**config.mk**
```make
export PLATFORM = sky130hd
export DESIGN_NAME = dcache_mem_ctrl
export DESIGN_NICKNAME = d
export VERILOG_FILES = /design/src/rtl/dcache_pkg.sv /design/src/rtl/dcache_mem_ctrl.sv
export SDC_FILE = /design/constraint.sdc
export NUM_CORES = 1
export LEC_CHECK = 0
export CORE_ASPECT_RATIO = 1.1
export CORE_MARGIN = 4
export CORE_UTILIZATION = 35
export DETAILED_ROUTE_END_ITERATION = 8
export PLACE_DENSITY_LB_ADDON = 0.12
export REMOVE_ABC_BUFFERS = 1
export SKIP_LAST_GASP = 1
export SYNTH_ARGS = -nofsm -noshare
export SYNTH_HDL_FRONTEND = slang
export SYNTH_SLANG_ARGS = --single-unit
```
**constraint.sdc**
```tcl
create_clock -name clk_i -period 3.85 [get_ports clk_i]
set_input_delay 1.155 -clock clk_i [delete_from_list [all_inputs] [get_ports clk_i]]
set_output_delay 1.155 -clock clk_i [all_outputs]
set_load 0.05 [all_outputs]
```
**src/rtl/dcache_pkg.sv**
```systemverilog
// Shared types and helpers for the dcache data-array controller.
package dcache_pkg;

    localparam int unsigned DCACHE_DATA_W = 32;
    localparam int unsigned DCACHE_BE_W   = DCACHE_DATA_W / 8;

    typedef enum logic [1:0] {
        StIdle   = 2'd0,
        StRdWait = 2'd1,
        StRmwWr  = 2'd2,
        StResp   = 2'd3
    } ctrl_state_e;

    typedef struct packed {
        logic                     we;
        logic                     err;
        logic [DCACHE_DATA_W-1:0] rdata;
    } dcache_rsp_t;

    // Bytes with be set come from new_word, the rest keep old_word.
    function automatic logic [DCACHE_DATA_W-1:0] be_merge(
        input logic [DCACHE_DATA_W-1:0] old_word,
        input logic [DCACHE_DATA_W-1:0] new_word,
        input logic [DCACHE_BE_W-1:0]   be
    );
        logic [DCACHE_DATA_W-1:0] merged;
        merged = old_word;
        for (int i = 0; i < int'(DCACHE_BE_W); i++) begin
            if (be[i]) begin
                merged[8*i +: 8] = new_word[8*i +: 8];
            end
        end
        return merged;
    endfunction

endpackage

```
**src/rtl/dcache_mem_ctrl.sv**
```systemverilog
// Initiator for the dcache data-array port: one request in flight, 1-cycle read latency.
// Define DCACHE_MEM_CTRL_RMW_EN to turn partial-byte-enable writes into read-modify-write.
module dcache_mem_ctrl
    import dcache_pkg::*;
#(
    parameter int unsigned MEM_DEPTH = 256,
    parameter int unsigned DATA_W    = DCACHE_DATA_W,
    localparam int unsigned BE_W     = DATA_W / 8,
    localparam int unsigned ADDR_W   = $clog2(MEM_DEPTH) + 1
) (
    input  logic              clk_i,
    input  logic              rst_i,
    input  logic              req_valid_i,
    output logic              req_ready_o,
    input  logic              req_we_i,
    input  logic [ADDR_W-1:0] req_addr_i,
    input  logic [DATA_W-1:0] req_wdata_i,
    input  logic [BE_W-1:0]   req_be_i,
    output logic              rsp_valid_o,
    input  logic              rsp_ready_i,
    output logic              rsp_we_o,
    output logic              rsp_err_o,
    output logic [DATA_W-1:0] rsp_rdata_o,
    output logic              mem_ceb_o,
    output logic              mem_ren_o,
    output logic              mem_wen_o,
    output logic [ADDR_W-1:0] mem_addr_o,
    output logic [DATA_W-1:0] mem_wdata_o,
    input  logic [DATA_W-1:0] mem_rdata_i
);

    ctrl_state_e       state;
    dcache_rsp_t       rsp;
    logic [ADDR_W-1:0] addr_q;
    logic [DATA_W-1:0] wdata_q;

    logic in_range;
    logic accept;
    logic access;
    logic is_rmw;
    logic is_nop;

    assign in_range    = req_addr_i < ADDR_W'(MEM_DEPTH);
    assign req_ready_o = (state == StIdle) && !rst_i;
    assign accept      = req_valid_i && req_ready_o;

`ifdef DCACHE_MEM_CTRL_RMW_EN
    logic [BE_W-1:0] be_q;
    assign is_rmw = req_we_i && (req_be_i != '0) && (req_be_i != '1);
    assign is_nop = req_we_i && (req_be_i == '0);
`else
    logic unused_be;
    assign unused_be = ^req_be_i;
    assign is_rmw    = 1'b0;
    assign is_nop    = 1'b0;
`endif

    // Out-of-range and empty-mask writes are answered without touching the array.
    assign access = accept && in_range && !is_nop;

    always_comb begin
        mem_ceb_o   = 1'b0;
        mem_ren_o   = 1'b0;
        mem_wen_o   = 1'b0;
        mem_addr_o  = '0;
        mem_wdata_o = '0;
        if (!rst_i) begin
            if (access) begin
                mem_ceb_o   = 1'b1;
                mem_ren_o   = !req_we_i || is_rmw;
                mem_wen_o   = req_we_i && !is_rmw;
                mem_addr_o  = req_addr_i;
                mem_wdata_o = req_wdata_i;
            end else if (state == StRmwWr) begin
                mem_ceb_o   = 1'b1;
                mem_wen_o   = 1'b1;
                mem_addr_o  = addr_q;
                mem_wdata_o = wdata_q;
            end
        end
    end

    always_ff @(posedge clk_i or posedge rst_i) begin
        if (rst_i) begin
            state   <= StIdle;
            rsp     <= '0;
            addr_q  <= '0;
            wdata_q <= '0;
`ifdef DCACHE_MEM_CTRL_RMW_EN
            be_q    <= '0;
`endif
        end else begin
            case (state)
                StIdle: begin
                    if (accept) begin
                        rsp     <= '{we: req_we_i, err: !in_range, rdata: '0};
                        addr_q  <= req_addr_i;
                        wdata_q <= req_wdata_i;
`ifdef DCACHE_MEM_CTRL_RMW_EN
                        be_q    <= req_be_i;
`endif
                        if (access && (!req_we_i || is_rmw)) begin
                            state <= StRdWait;
                        end else begin
                            state <= StResp;
                        end
                    end
                end
                StRdWait: begin
`ifdef DCACHE_MEM_CTRL_RMW_EN
                    // Only RMW writes pass through here with we set.
                    if (rsp.we) begin
                        wdata_q <= be_merge(mem_rdata_i, wdata_q, be_q);
                        state   <= StRmwWr;
                    end else
`endif
                    begin
                        rsp.rdata <= mem_rdata_i;
                        state     <= StResp;
                    end
                end
                StRmwWr: begin
                    state <= StResp;
                end
                StResp: begin
                    if (rsp_ready_i) begin
                        state <= StIdle;
                    end
                end
                default: begin
                    state <= StIdle;
                end
            endcase
        end
    end

    assign rsp_valid_o = (state == StResp);
    assign rsp_we_o    = rsp.we;
    assign rsp_err_o   = rsp.err;
    assign rsp_rdata_o = rsp.rdata;

endmodule
```
==> results.json, run 1 <==
{
  "p_leak_uw": 0.002591,
  "synth_cell_types": 25,
  "postCtsHoldBufs": 0,
  "wire_per_inst_um": 17.12,
  "cp-end-kind": "primary output",
  "n_antenna_cell": 0,
  "hold-worst-slack_ps": 508.7,
  "synth_most_common_cell": "dfrtp_1",
  "fin_ws_ps": 209.7,
  "drt_wl_total_mm": 9.470,
  "ioPinCount": 162,
  "crit_path_frequent_cell": "buf_6",
  "design_power_total_uw": 4533,
  "worstPathRequired_ps": 2690,
  "netlist_top_cells_area": "dfrtp_1 56%, a22o_1 16%, mux2_2 13%",
  "grt_pass1_wl_mm": 14.71,
  "drt-initial-drc-count": 98,
  "cts_tree": "done",
  "via_per_inst": 5.137,
  "cp-start-kind": "primary input",
  "relSlewSlack": 0.6135,
  "dieArea_um2": 11420,
  "hold_path_class": "reg -> reg",
  "vias": 2841,
  "skew_ps": 9.550,
  "synthCells": 269,
  "ys_top_cells_by_count": "76 x dfrtp_1, 61 x a22o_1, 41 x mux2_2",
  "yosysTopAreaCellShare": 0.5560,
  "start_util": 0.3622,
  "die_h_um": 111.7,
  "core_area_um2": 9444,
  "ant_nets": 0,
  "clock_sinks": 76,
  "antenna_found_initial": 0,
  "clk_pin_slew_ps": 80,
  "dp_hpwl_mm": 6.605,
  "power.density_nw_per_um2": 753.6,
  "clock-root-buffer": "clkbuf_8",
  "nets": 518,
  "io_buffers": 157,
  "worstSkewPairLatency_ps": 340,
  "syn-cell-area_um2": 3421,
  "cp_max_fo": 7,
  "cp.arrival_ps": 2490,
  "final-max-slew-violation-count": 0,
  "rsz0062_at_grt": "false",
  "area_delta_synth_final_pct": 75.82,
  "die_w_um": 102.3,
  "grt_start_max_net_pins": 46,
  "grt_util_all_layers": 0.1619,
  "final-hold-violation-count": 0,
  "critPathSlowestCell": "a311oi_4",
  "setup_violations": 0,
  "critical_path_buf_inv_count": 5,
  "clock_path_buffers": 2,
  "drc_errors": 0,
  "outcome": "finished clean",
  "max_freq_mhz": 274.7,
  "layout-drive-gt1-share": 0.3326,
  "synth_edf_count": 0,
  "synth_warnings": 0,
  "syn_avg_cell_area_um2": 12.72,
  "fin_crit_ps": 3640,
  "numCtsBuffers": 9,
  "worst_ir_drop_vdd_uv": 494.0,
  "critPathTopFamily": "buffers and inverters",
  "first_pass_iters": 4,
  "yosysTopAreaCell": "dfrtp_1",
  "finalCritPeriodShare": 0.9455,
  "rows": 37,
  "htreeDepth": 3,
  "pre_cts_ws_ps": -14.88,
  "synth_seq_cells": 76,
  "max_stage_delay_ps": 340,
  "ys.flop_type": "dfrtp_1",
  "fillers": 749,
  "critical_path_class": "in -> out",
  "grt_pass1_vias": 2902,
  "ys_seq_area_frac": 0.5560,
  "ys_async_sr_fraction": 1.000,
  "grt_overflow": 0,
  "globalplace.congestion": 0.6772,
  "tightest_slew_ps": 579.1,
  "drv_cap": 0,
  "path_cells": "dlymetal6s2s_1 > buf_4 > a311oi_4 > buf_6 > buf_6 > a22o_1 > buf_12"
}
-- logic make-up (layout without fill, tap and decap cells) --
kind of cell,Yosys count,count (layout),share of synthesized area
AOI/OAI and AO/OA,83,83,0.1950
DFF,76,76,0.5560
muxes,42,42,0.1379
and+or+nand+nor,33,33,0.05011
buffers and inverters,30,197,0.04280
adders and majority gates,5,5,0.01829
-- per-layer routing --
| metal | vias to the layer above | global-route usage | part of all wire |
|---|---|---|---|
| met1 | 1391 | 0.2251 | 0.43 |
| li1 | 1318 | - | - |
| met2 | 121 | 0.2432 | 0.47 |
| met4 | 0 | 0.04724 | 0.011 |
| met3 | 11 | 0.05013 | 0.093 |
| met5 | - | 0 | 0 |
-- sequential cells by signal, indices dropped and copies added, names as in the netlist --
register	flops
rsp_rdata_o	32
wdata_q	32
state	2
addr_q	8
rsp_we_o	1
rsp_err_o	1
-- area by class of cell --
class                      count  area (um2)  area share
timing repair buffer         174        2236      0.3717
sequential                    76        1902      0.3162
multi-input combinational    163        1505      0.2503
tap                          117       146.4     0.02434
clock buffer                   9       123.9     0.02059
clock inverter                 7       73.82     0.01227
inverter                       7       27.53    0.004577
-- what timing repair did --
item	CTS	global route
pin swaps	0	2
setup buffers	0	1
gates resized for setup	12	13
endpoints found under the setup margin	30	42
cloned	0	2
-- stage by stage --
| stage | utilization | area [um2] | std cells | setup TNS (ps) |
|---|---|---|---|---|
| 2_1_floorplan | - | 3301 | 246 | -30390 |
| 3_3_place_gp | 0.5975 | 5643 | 534 | -51.73 |
| 3_5_place_dp | 0.5975 | 5643 | 534 | -33.49 |
| 4_1_cts | 0.6232 | 5886 | 550 | -41.19 |
| 5_1_grt | 0.6369 | 6015 | 553 | 0 |
| 6_report | 0.6369 | 6015 | 553 | 0 |
-- power breakdown --
| group | leakage, uW | total, uW | internal, uW | switching, uW |
|---|---|---|---|---|
| Clock | 0.000100 | 610 | 303 | 307 |
| Combinational | 0.00156 | 2520 | 1090 | 1430 |
| Sequential | 0.000928 | 1400 | 1190 | 210 |
-- placed cells by master, fill, tap and decap left out, types with 6 or more instances in the layout --
cell type          n
nand2_1           13
clkbuf_8           9
buf_4              9
nand3_1           11
inv_1              6
mux2_2            41
dfrtp_1           76
clkdlybuf4s50_1  109
a22o_1            53
a21oi_2           12
buf_12            49
a22o_4             8
-- path summary, 6_finish.rpt --
| check | from | to | slack [ps] | cells past startpoint |
|---|---|---|---|---|
| min in group asynchronous | rst_i | rsp_rdata_o[26] | 1130 | 3 |
| worst min-delay path | wdata_q[22] | wdata_q[22] | 510 | 1 |
| worst min register to register | wdata_q[22] | wdata_q[22] | 510 | 1 |
| worst max register to register | state[1] | rsp_rdata_o[24] | 1670 | 6 |
| worst max-delay path | rst_i | mem_addr_o[1] | 210 | 7 |
| max in group asynchronous | rst_i | addr_q[4] | 2090 | 4 |
Note: power is estimated with default switching activity, not from simulation.
==> run 2: changes to the inputs <==
--- a/config.mk
+++ b/config.mk
@@ -9,6 +9,7 @@
 export CORE_MARGIN = 4
 export CORE_UTILIZATION = 35
 export DETAILED_ROUTE_END_ITERATION = 8
+export DONT_BUFFER_PORTS = 1
 export PLACE_DENSITY_LB_ADDON = 0.12
 export REMOVE_ABC_BUFFERS = 1
 export SKIP_LAST_GASP = 1
==> results.json, run 2 (same netlist as run 1, synthesis figures left out) <==
{
  "drt_wl_total_mm": 8.020,
  "cp-end-kind": "primary output",
  "relSlewSlack": 0.4543,
  "antenna_found_initial": 0,
  "r2r_slack_ps": 1830,
  "cp-startpoint": "state[0]",
  "ant_nets": 0,
  "rsz0062_at_grt": "false",
  "die_h_um": 111.7,
  "worstSkewPairLatency_ps": 340,
  "drc_errors": 0,
  "core_area_um2": 9444,
  "postCtsHoldBufs": 0,
  "dp_hpwl_mm": 5.748,
  "path_cells": "inv_1 > ha_1 > and4bb_2 > buf_4 > a22o_1 > buf_12",
  "ioPinCount": 162,
  "numCtsBuffers": 9,
  "clock-root-buffer": "clkbuf_8",
  "clock_path_buffers": 2,
  "wire_per_inst_um": 18.48,
  "critPathSlowestCell": "and4bb_2",
  "via_per_inst": 5.341,
  "final-hold-violation-count": 0,
  "hold-worst-slack_ps": 508.6,
  "setup_violations": 0,
  "critical_path_class": "reg -> out",
  "grt_pass1_vias": 2322,
  "final-max-slew-violation-count": 0,
  "rr_startpoint": "state[0]",
  "cp-endpoint": "mem_wdata_o[5]",
  "p_leak_uw": 0.001973,
  "globalplace.congestion": 0.6998,
  "max_freq_mhz": 278.1,
  "clk_pin_slew_ps": 80,
  "max_stage_delay_ps": 470,
  "clock_sinks": 76,
  "skew_ps": 8.486,
  "drv_cap": 0,
  "cp.arrival_ps": 2440,
  "hold_path_class": "reg -> reg",
  "rr_worst_depth": 5,
  "fin_crit_ps": 3595,
  "io_buffers": 0,
  "final_cell_mix": "76 x dfrtp_1, 61 x a22o_1, 41 x mux2_2, 30 x buf_12, 25 x buf_4",
  "worstPathRequired_ps": 2690,
  "fin_ws_ps": 254.7,
  "worst_ir_drop_vdd_uv": 555.9,
  "n_antenna_cell": 0,
  "htreeDepth": 3,
  "finalCritPeriodShare": 0.9338,
  "tightest_slew_ps": 817.7,
  "grt_overflow": 0,
  "vias": 2318,
  "layout-drive-gt1-share": 0.3722,
  "worst-path-stages": 6,
  "nets": 399,
  "rows": 37,
  "grt_util_all_layers": 0.1394,
  "die_w_um": 102.3,
  "critical_path_buf_inv_count": 3,
  "dieArea_um2": 11420,
  "pre_cts_ws_ps": 375.1,
  "fillers": 871,
  "design_power_total_uw": 3958,
  "cts_resized": 0,
  "power.density_nw_per_um2": 887.2,
  "cp-start-kind": "register",
  "start_util": 0.3622,
  "cp_max_fo": 18,
  "drt-initial-drc-count": 48,
  "first_pass_iters": 4,
  "cts_tree": "done",
  "outcome": "finished clean",
  "grt_pass1_wl_mm": 12.45,
  "r2r-end": "addr_q[0]",
  "worstHoldStart": "wdata_q[4]",
  "grt_start_max_net_pins": 50,
  "area_delta_synth_final_pct": 30.40,
  "final_common_cell": "dfrtp_1",
  "critPathTopFamily": "buffers and inverters",
  "cts_post_setup_buffers_inserted": 0
}
-- run 2: worst min path at each step --
stage / to / cells past startpoint
2_1_floorplan: wdata_q[12] / 1
6_report: wdata_q[4] / 1
3_5_place_dp: wdata_q[2] / 1
3_3_place_gp: addr_q[1] / 1
4_1_cts: wdata_q[13] / 1
5_1_grt: wdata_q[20] / 1
-- run 2: worst register-to-register path: cells and delay by family (launching register included) --
| kind | cells | cell delay (ps) |
|---|---|---|
| buffers and inverters | 2 | 570 |
| adder cells (fa/ha/maj) | 1 | 340 |
| AND/OR/NAND/NOR | 1 | 200 |
| multiplexers | 1 | 410 |
| flip-flops | 1 | 380 |
-- run 2: final cells by class --
type,count,area (um2),area share
inverter,7,27.53,0.006171
tap,117,146.4,0.03282
timing repair buffer,55,788.3,0.1767
clock inverter,7,82.58,0.01851
multi-input combinational,163,1390,0.3116
clock buffer,9,123.9,0.02777
sequential,76,1902,0.4264
-- run 2: power by group --
part / switching, uW / internal, uW
combinational: 667 / 644
sequential: 841 / 1180
clock: 317 / 309
-- run 2: per-stage QoR --
stage / instances / cell area, um2 / TNS, ps / utilization
floorplan: 246 / 3301 / -30390 / -
CTS: 434 / 4461 / 0 / 0.4723
finish: 434 / 4461 / 0 / 0.4723
global route: 434 / 4461 / 0 / 0.4723
detailed placement: 418 / 4254 / 0 / 0.4505
global placement: 418 / 4254 / 0 / 0.4505
-- run 2: routing by layer --
layer	vias to the layer above	GRT usage	wire length, um
li1	1085	-	-
met1	1107	0.1834	3443
met2	115	0.2046	3502
met3	11	0.06203	933
met4	0	0.04724	140
met5	-	0	0
